==> config.mk <==
export PLATFORM = sky130hd
export DESIGN_NAME = filter_scheduler
export DESIGN_NICKNAME = d
export VERILOG_FILES = /design/src/rtl/filter_sched_pkg.sv /design/src/rtl/filter_core.sv /design/src/rtl/filter_scheduler.sv
export SDC_FILE = /design/constraint.sdc
export NUM_CORES = 1
export LEC_CHECK = 0
export ABC_CLOCK_PERIOD_IN_PS = 4100
export CELL_PAD_IN_SITES_DETAIL_PLACEMENT = 1
export CELL_PAD_IN_SITES_GLOBAL_PLACEMENT = 2
export CORE_UTILIZATION = 39
export DETAILED_ROUTE_END_ITERATION = 6
export PLACE_DENSITY_LB_ADDON = 0.08
export SLEW_MARGIN = 20
export SYNTH_ARGS = -nofsm -noshare
export SYNTH_HDL_FRONTEND = slang
export SYNTH_SLANG_ARGS = --single-unit
==> constraint.sdc <==
create_clock -name clock -period 4.1 [get_ports clock]
set_input_delay 0.41 -clock clock [delete_from_list [all_inputs] [get_ports clock]]
set_output_delay 0.41 -clock clock [all_outputs]
set_load 0.01 [all_outputs]
==> src/rtl/filter_sched_pkg.sv <==
// filter_sched_pkg: shared types, defaults and helpers for filter_scheduler.
package filter_sched_pkg;

   typedef enum logic {
      IDLE = 1'b0,
      SCAN = 1'b1
   } state_e;

   localparam int unsigned CH_DEF    = 4;
   localparam int unsigned CNT_W_DEF = 3;

   // A threshold of zero would accept every glitch, so it is treated as one.
   function automatic logic [15:0] thr_fixup(input logic [15:0] thr);
      return (thr == 16'd0) ? 16'd1 : thr;
   endfunction

endpackage

==> src/rtl/filter_core.sv <==
// filter_core: combinational single-channel consecutive-sample filter update.
module filter_core #(
   parameter int unsigned CNT_W = 3
) (
   input  logic             s_bit_i,
   input  logic             level_i,
   input  logic [CNT_W-1:0] cnt_i,
   input  logic [CNT_W-1:0] thr_i,
   output logic             level_o,
   output logic [CNT_W-1:0] cnt_o,
   output logic             toggle_o
);

   logic [CNT_W:0] run;

   // Count differing samples; flip the level once the run reaches the threshold
   always_comb begin
      level_o  = level_i;
      cnt_o    = '0;
      toggle_o = 1'b0;
      run      = {1'b0, cnt_i} + (CNT_W+1)'(1);
      if (s_bit_i != level_i) begin
         if (run >= {1'b0, thr_i}) begin
            level_o  = s_bit_i;
            toggle_o = 1'b1;
         end else begin
            cnt_o = cnt_i + CNT_W'(1);
         end
      end
   end

endmodule

==> src/rtl/filter_scheduler.sv <==
// filter_scheduler: round-robin glitch filter for CH lines sharing one filter_core.
// Optional sticky change flags (chg_flag/chg_clr) when FILTER_SCHED_IRQ_EN is defined.
module filter_scheduler
   import filter_sched_pkg::*;
#(
   parameter  int unsigned CH    = CH_DEF,
   parameter  int unsigned CNT_W = CNT_W_DEF,
   localparam int unsigned PTR_W = $clog2(CH)
) (
   input  logic             clock,
   input  logic             reset,
   input  logic [CH-1:0]    sig_in,
   input  logic             enable,
   input  logic [CNT_W-1:0] thresh,
   output logic [CH-1:0]    sig_out,
   output logic [PTR_W-1:0] ch_sel,
   output logic             busy
`ifdef FILTER_SCHED_IRQ_EN
   ,
   output logic [CH-1:0]    chg_flag,
   input  logic [CH-1:0]    chg_clr
`endif
);

   state_e           state_q, state_d;
   logic [CH-1:0]    s_meta_q, s_in_q;
   logic [CH-1:0]    sig_out_q, sig_out_d;
   logic [CNT_W-1:0] cnt_q [CH];
   logic [CNT_W-1:0] cnt_d [CH];
   logic [PTR_W-1:0] ch_sel_q, ch_sel_d;
   logic             busy_q, busy_d;
   logic [CNT_W-1:0] thr_q, thr_d;

   logic             core_level, core_toggle;
   logic [CNT_W-1:0] core_cnt;

   // Two-flop synchronizer on every raw input, running in all states
   always_ff @(posedge clock or negedge reset) begin
      if (!reset) begin
         s_meta_q <= '0;
         s_in_q   <= '0;
      end else begin
         s_meta_q <= sig_in;
         s_in_q   <= s_meta_q;
      end
   end

   // FSM state register
   always_ff @(posedge clock or negedge reset) begin
      if (!reset) begin
         state_q <= IDLE;
      end else begin
         state_q <= state_d;
      end
   end

   // FSM next state: scan while enable is high
   always_comb begin
      state_d = state_q;
      case (state_q)
         IDLE: if (enable)  state_d = SCAN;
         SCAN: if (!enable) state_d = IDLE;
      endcase
   end

   // FSM outputs: pointer advance, busy, threshold capture on scan start
   always_comb begin
      ch_sel_d = '0;
      busy_d   = (state_d == SCAN);
      thr_d    = thr_q;
      if (state_q == IDLE && state_d == SCAN) begin
         thr_d = CNT_W'(thr_fixup(16'(thresh)));
      end
      if (state_q == SCAN && state_d == SCAN) begin
         ch_sel_d = (ch_sel_q == PTR_W'(CH-1)) ? '0 : ch_sel_q + PTR_W'(1);
      end
   end

   filter_core #(
      .CNT_W (CNT_W)
   ) u_core (
      .s_bit_i  (s_in_q[ch_sel_q]),
      .level_i  (sig_out_q[ch_sel_q]),
      .cnt_i    (cnt_q[ch_sel_q]),
      .thr_i    (thr_q),
      .level_o  (core_level),
      .cnt_o    (core_cnt),
      .toggle_o (core_toggle)
   );

   // Write the shared engine's result back to the serviced channel only;
   // the final slot on the SCAN->IDLE edge still completes
   always_comb begin
      sig_out_d = sig_out_q;
      for (int unsigned i = 0; i < CH; i++) begin
         cnt_d[i] = cnt_q[i];
      end
      if (state_q == SCAN) begin
         sig_out_d[ch_sel_q] = core_level;
         cnt_d[ch_sel_q]     = core_cnt;
      end
   end

   // Per-channel level/count storage, pointer, busy and threshold registers
   always_ff @(posedge clock or negedge reset) begin
      if (!reset) begin
         sig_out_q <= '0;
         ch_sel_q  <= '0;
         busy_q    <= 1'b0;
         thr_q     <= CNT_W'(1);
         for (int unsigned i = 0; i < CH; i++) begin
            cnt_q[i] <= '0;
         end
      end else begin
         sig_out_q <= sig_out_d;
         ch_sel_q  <= ch_sel_d;
         busy_q    <= busy_d;
         thr_q     <= thr_d;
         for (int unsigned i = 0; i < CH; i++) begin
            cnt_q[i] <= cnt_d[i];
         end
      end
   end

   assign sig_out = sig_out_q;
   assign ch_sel  = ch_sel_q;
   assign busy    = busy_q;

`ifdef FILTER_SCHED_IRQ_EN
   logic [CH-1:0] chg_set, chg_flag_q, chg_flag_d;

   // Sticky flags: a toggle sets, a clear strobe resets, set wins a tie
   always_comb begin
      chg_set = '0;
      if (state_q == SCAN) begin
         chg_set[ch_sel_q] = core_toggle;
      end
      chg_flag_d = chg_set | (chg_flag_q & ~chg_clr);
   end

   // Change flag register
   always_ff @(posedge clock or negedge reset) begin
      if (!reset) begin
         chg_flag_q <= '0;
      end else begin
         chg_flag_q <= chg_flag_d;
      end
   end

   assign chg_flag = chg_flag_q;
`else
   // The toggle strobe only feeds the change flags
   logic unused_toggle;
   assign unused_toggle = core_toggle;
`endif

endmodule

==> run summary, run 1 <==
status: complete, no violations
worst skew pair latency: 0.34 ns
Critical Path RT: 4.37 ns
FMAX: 0.296 GHz
commonest non-fill, non-tap cell in the layout: dfrtp_1
Post-Syn Instances: 109
Seq pwr share: 44.5%
slew margin rel.: 40.3%
final-stage net count: 147
router iterations before antenna repair: 4
area delta synth->final: 19.2%
Synth Area in Compound Gates: 10.1%
pre-CTS setup slack: 0.540 ns
Die Area: 3710 sq um
PnR worst setup slack: 0.717 ns
Synth Warn #: 0
post-route clock period utilization: 82.5%
post-DP HPWL: 2120 um
Inst Count DP: 168
Post-CTS Setup Bufs: 0
register bit total from synthesis: 30
Routed Antenna Nets: 0
final core utilization: 48.4%
switching power: 298 uW
Synth Net Count: 127
global-route wire length before repair: 4950 um
area of the core: 3340 sq um
Clock transition at path regs: 0.10 ns
Synth Area in XOR/XNOR: 1.29%
clk buf depth: 2
Lkg Pwr: 0.000711 uW
post-route minimum period: 3.38 ns
Max Clock Skew: 0.0122 ns
routed len/inst: 16.7 um
syn_area_per_cell: 12.4 sq um
H-tree Lvls: 2
pwr dens: 544 nW/um^2
port bufs: 16
via count: 919
setup slack, reg-to-reg: 0.72 ns
main combinational cell family by area after synthesis: multiplexers
Synth Area in Adders: 7.39%
Switching Fraction: 33.9%
endpoint class of the critical path: flip-flop
Sum Neg Setup Slack: 0 ns
clock buffer count from CTS: 5
internal power: 580 uW
clock sinks: 30
Tightest Hold Check Type: reg2reg
max-slew violation count: 0
post-synthesis mux area share: 12.9%
crit path launch type: flip-flop
clock network power share: 21.6%
CTS root buf: clkbuf_4
Finish-stage setup viols: 0
DRC Markers: 0
initial antenna violation count: 0
ANT cells: 0
Critical Path AT: 3.66 ns
dpl cell area: 1550 sq um
Post-CTS Resized: 0
GRT Total Usage: 19.6%
DIE WIDTH: 60.9 um
DR iter-0 viols: 28
critical path fanouts, max: 10
worst vdd ir: 229 uV
total congestion overflow: 0
commonest cells after routing, fill and taps aside: dfrtp_1, clkdlybuf4s50_1, nand2_1, ha_1, o21ai_0
Final Cell Area: 1610 sq um
MaxCap Viol Count: 0
Top Ports: 17
CTS tree: built
Post-Synth Simple-Gate Area: 9.15%
Yosys cell types: 26
layout cells sized above 1: 13.8%
Syn Std Cell Area: 1350 sq um
unrepaired setup endpoints after global routing: no
number of global-route vias before repair: 1,016
largest net degree at the start of global routing: 31
sequential fraction of the synthesis area: 55.5%
hold-fix buffers at CTS: 0
Crit Path Class: reg2reg
routability cong.: 0.753
Finished Layout Cells: 176
row cnt: 21
Initial Utilization: 40.6%
Slew @ Worst Pin: 0.893 ns
combinational fraction of design power: 33.8%
number of hold violations in the final report: 0
Detailed Route WL: 2940 um
via/cell ratio: 5.22
Die Y: 60.9 um
==> synth_stat cells <==
cell | number | area share [%]
ha_1 | 8 | 7.4
buf_6 | 2 | 1.7
dfstp_2 | 1 | 1.9
a211o_1 | 1 | 0.65
inv_1 | 5 | 1.4
a21o_2 | 1 | 0.65
a21oi_1 | 5 | 1.8
a2111oi_0 | 1 | 0.65
mux2_2 | 4 | 3.3
or2_1 | 1 | 0.46
nor2b_1 | 1 | 0.46
nand2b_1 | 1 | 0.46
clkbuf_1 | 2 | 0.55
and3_1 | 2 | 0.92
o31ai_1 | 4 | 2.2
mux2i_1 | 1 | 0.74
xnor2_1 | 2 | 1.3
mux4_2 | 3 | 5.0
mux4_1 | 2 | 3.9
dfrtp_1 | 29 | 54
nor2_1 | 3 | 0.83
nor3_1 | 1 | 0.37
nand3_1 | 4 | 1.5
o21ai_0 | 6 | 2.2
a31oi_1 | 4 | 1.8
nand2_1 | 15 | 4.2
==> worst paths after layout <==
path | cells after the start | endpoint | startpoint
max reg2reg | 7 | cnt_q[3]$_DFFE_PN0P_ | ch_sel[0]$_DFF_PN0_
min in group asynchronous | 2 | thr_q[1]$_DFFE_PN0P_ | reset
max | 7 | cnt_q[3]$_DFFE_PN0P_ | ch_sel[0]$_DFF_PN0_
min | 0 | s_in_q[0]$_DFF_PN0_ | s_meta_q[0]$_DFF_PN0_
max in group asynchronous | 2 | thr_q[0]$_DFFE_PN1P_ | reset
min reg2reg | 0 | s_in_q[0]$_DFF_PN0_ | s_meta_q[0]$_DFF_PN0_
==> stage by stage <==
| step | hold WS, ns | power, uW |
|---|---|---|
| finish | 0.354 | 878 |
| global route | 0.372 | 942 |
| CTS | 0.359 | 882 |
| detailed placement | 0.336 | 689 |
| global placement | 0.334 | 673 |
| floorplan | 0.114 | 591 |
==> registers in the layout (all words and copies together), names as in the netlist <==
signal / cells
sig_out: 4
s_meta_q: 4
ch_sel: 2
cnt_q: 12
busy: 1
thr_q: 3
s_in_q: 4
==> worst max-delay path, cell delays in order, from the launching register on <==
cell and delay, ns:
dfrtp_1 0.63, mux4_2 0.62, ha_1 0.23, xnor2_1 0.35, inv_1 0.08, ha_1 0.32
a2111oi_1 0.79, mux2_2 0.30
==> power groups by stage <==
| stage | Combinational, uW | Clock, uW | Sequential (uW) |
|---|---|---|---|
| 6_report | 297 | 190 | 391 |
| 4_1_cts | 293 | 197 | 393 |
| 5_1_grt | 335 | 207 | 400 |
| 2_1_floorplan | 201 | 0 | 390 |
| 3_3_place_gp | 277 | 0 | 396 |
| 3_5_place_dp | 290 | 0 | 399 |
==> final cells by class <==
type,count,area (sq um)
Clock inverter,2,12.5
Multi-Input combinational cell,70,554
Tap cell,46,57.6
Clock buffer,6,51.3
Sequential cell,30,752
Inverter,5,18.8
Fill cell,379,1720
Timing Repair Buffer,17,168
==> per-layer routing <==
metal	share of wire, %	GRT usage (%)	wire, um
met3	4.2	6.82	125
met5	0	0	0
met4	3.2	10.4	93
met2	49	30.3	1440
met1	43	24.3	1280
==> kinds of logic (layout without fill, tap and decap cells) <==
group	count (synthesis)	after routing
muxes	10	10
and+or+nand+nor	28	28
adders and majority gates	8	8
buffers and inverters	9	30
xor gates and xnor gates	2	2
DFF	30	30
AOI/OAI and AO/OA	22	22
Power figures use the tool's default switching activity.
==> run 2: changes to the inputs <==
ABC_CLOCK_PERIOD_IN_PS = 3200   (was 4100)
CORE_UTILIZATION = 36   (was 39)
clock period = 3.2 ns   (was 4.1 ns; I/O delays follow)
==> run 2 against run 1 <==
- clock skew is 0.011 ns lower
- die area is 8.1% higher
- flip-flop and latch count stayed put
- sequential share of layout area is 1.7 points lower
- critical path type unchanged
- critical endpoint is now cnt_q[8]$_DFFE_PN0P_
==> run summary, run 2 (synthesis results as in run 1) <==
status: complete, no violations
GR Layer Usage met2: 27.4% (-2.9 points)
initial antenna violation count: 0 (unchanged)
Post-CTS Setup Bufs: 0 (unchanged)
DR iter-0 viols: 18 (-36%)
total congestion overflow: 0 (unchanged)
GRT Total Usage: 17.6% (-2.0 points)
FMAX: 0.337 GHz (+14%)
Die Y: 63.3 um (+4.0%)
row cnt: 21 (unchanged)
worst vdd ir: 387 uV (+69%)
Critical Path AT: 3.15 ns (-0.51 ns)
crit path launch type: flip-flop
post-DP HPWL: 2220 um (+4.6%)
slew margin rel.: 63.5% (+23 points)
via/cell ratio: 5.14 (-1.6%)
unrepaired setup endpoints after global routing: no
met3 usage in global routing: 5.25% (-1.6 points)
clock buffer count from CTS: 5 (unchanged)
Crit Path Class: reg2reg
Power, Total: 1200 uW (+37%)
CTS tree: built
Lkg Pwr: 0.000744 uW (+4.6%)
Slew @ Worst Pin: 0.548 ns (-0.345 ns)
DIE WIDTH: 63.3 um (+4.0%)
Initial Utilization: 39.0% (-1.5 points)
max-slew violation count: 0 (unchanged)
commonest non-fill, non-tap cell in the layout: dfrtp_1
via count: 925 (+0.65%)
Critical Path RT: 3.38 ns (-0.99 ns)
DRC Markers: 0 (unchanged)
port bufs: 16 (unchanged)
Sum Neg Setup Slack: 0 ns (unchanged)
MaxCap Viol Count: 0 (unchanged)
layer carrying the most global-route usage: met2
Largest register FFs: 12 (unchanged)
pwr dens: 718 nW/um^2 (+32%)
routability cong.: 0.805 (+7.0%)
Detailed Route WL: 2940 um (-0.17%)
layout cells sized above 1: 16.4% (+2.6 points)
routed len/inst: 16.3 um (-2.4%)
global-route wire length before repair: 5200 um (+4.9%)
critical path fanouts, max: 8 (-2)
final-stage net count: 151 (+2.7%)
Die Area: 4010 sq um (+8.1%)
endpoint class of the critical path: flip-flop
Routed Antenna Nets: 0 (unchanged)
CTS root buf: clkbuf_8
register with the most flip-flops: cnt_q
clock sinks: 30 (unchanged)
Clock transition at path regs: 0.06 ns (-0.04 ns)
area delta synth->final: 23.7%
Finish-stage setup viols: 0 (unchanged)
worst skew pair latency: 0.28 ns (-0.06 ns)
number of hold violations in the final report: 0 (unchanged)
clk buf depth: 2 (unchanged)
largest net degree at the start of global routing: 31 (unchanged)
H-tree Lvls: 2 (unchanged)
hold-fix buffers at CTS: 0 (unchanged)
Tightest Hold Check Type: reg2reg
Max Clock Skew: 0.00165 ns (-0.0106 ns)
router iterations before antenna repair: 4 (unchanged)
post-route minimum period: 2.97 ns (-0.415 ns)
Top Ports: 17 (unchanged)
final core utilization: 48.3% (-0.10 points)
area of the core: 3470 sq um (+3.9%)
Post-CTS Resized: 0 (unchanged)
ANT cells: 0 (unchanged)
number of global-route vias before repair: 1,011 (-0.49%)
post-route clock period utilization: 92.8% (+10 points)
GRT met1 Usage: 22.1% (-2.2 points)
commonest cells after routing, fill and taps aside: dfrtp_1, clkdlybuf4s50_1, nand2_1, ha_1
-- run 2: changes by cell type in the layout (fill, tap and decap cells not counted), sizes merged --
cell / before / now
buf: 1 / 5
-- run 2: through the flow --
stage	area [sq um]	worst slack (ns)	instances	hold slack [ns]
4_1_cts	1670	0.231	180	0.352
5_1_grt	1670	0.0485	180	0.358
6_report	1670	0.232	180	0.349
3_3_place_gp	1580	0.370	172	0.333
2_1_floorplan	1350	0.306	109	0.0244
3_5_place_dp	1580	0.254	172	0.337
-- run 2: where the power goes --
part           leakage (uW)  switching [uW]  internal (uW)
clock network     0.0000472             140            172
registers          0.000376            46.9            453
logic              0.000320             189            200
total              0.000744             376            826
-- run 2: worst paths after layout --
kind / startpoint / end / slack (ns) / depth (start not counted)
worst min register to register: s_meta_q[3]$_DFF_PN0_ / s_in_q[3]$_DFF_PN0_ / 0.35 / 0
worst min-delay path: s_meta_q[3]$_DFF_PN0_ / s_in_q[3]$_DFF_PN0_ / 0.35 / 0
worst max-delay path: ch_sel[0]$_DFF_PN0_ / cnt_q[8]$_DFFE_PN0P_ / 0.23 / 7
max in group asynchronous: reset / thr_q[0]$_DFFE_PN1P_ / 2.47 / 2
min in group asynchronous: reset / thr_q[2]$_DFFE_PN0P_ / 0.42 / 2
worst max register to register: ch_sel[0]$_DFF_PN0_ / cnt_q[8]$_DFFE_PN0P_ / 0.23 / 7
-- run 2: critical path: stages, from the launching register on --
cell,delay [ns]
dfrtp_1,0.47
mux4_2,0.59
ha_1,0.38
ha_1,0.31
a21o_2,0.20
a211o_1,0.32
or2_1,0.34
o31ai_1,0.27
-- run 2: cell type report --
cell class	count	area, sq um
Fill cell	379	1790
Sequential cell	30	752
Multi-Input combinational cell	70	553
Timing Repair Buffer	21	198
Clock buffer	6	82.6
Tap cell	46	57.6
Inverter	5	18.8
Clock inverter	2	12.5
-- run 2: metal layers --
layer	up-vias	part of all wire, %
met1	459	46
li1	440	-
met4	0	2.7
met3	7	3.4
met5	-	0
met2	19	48
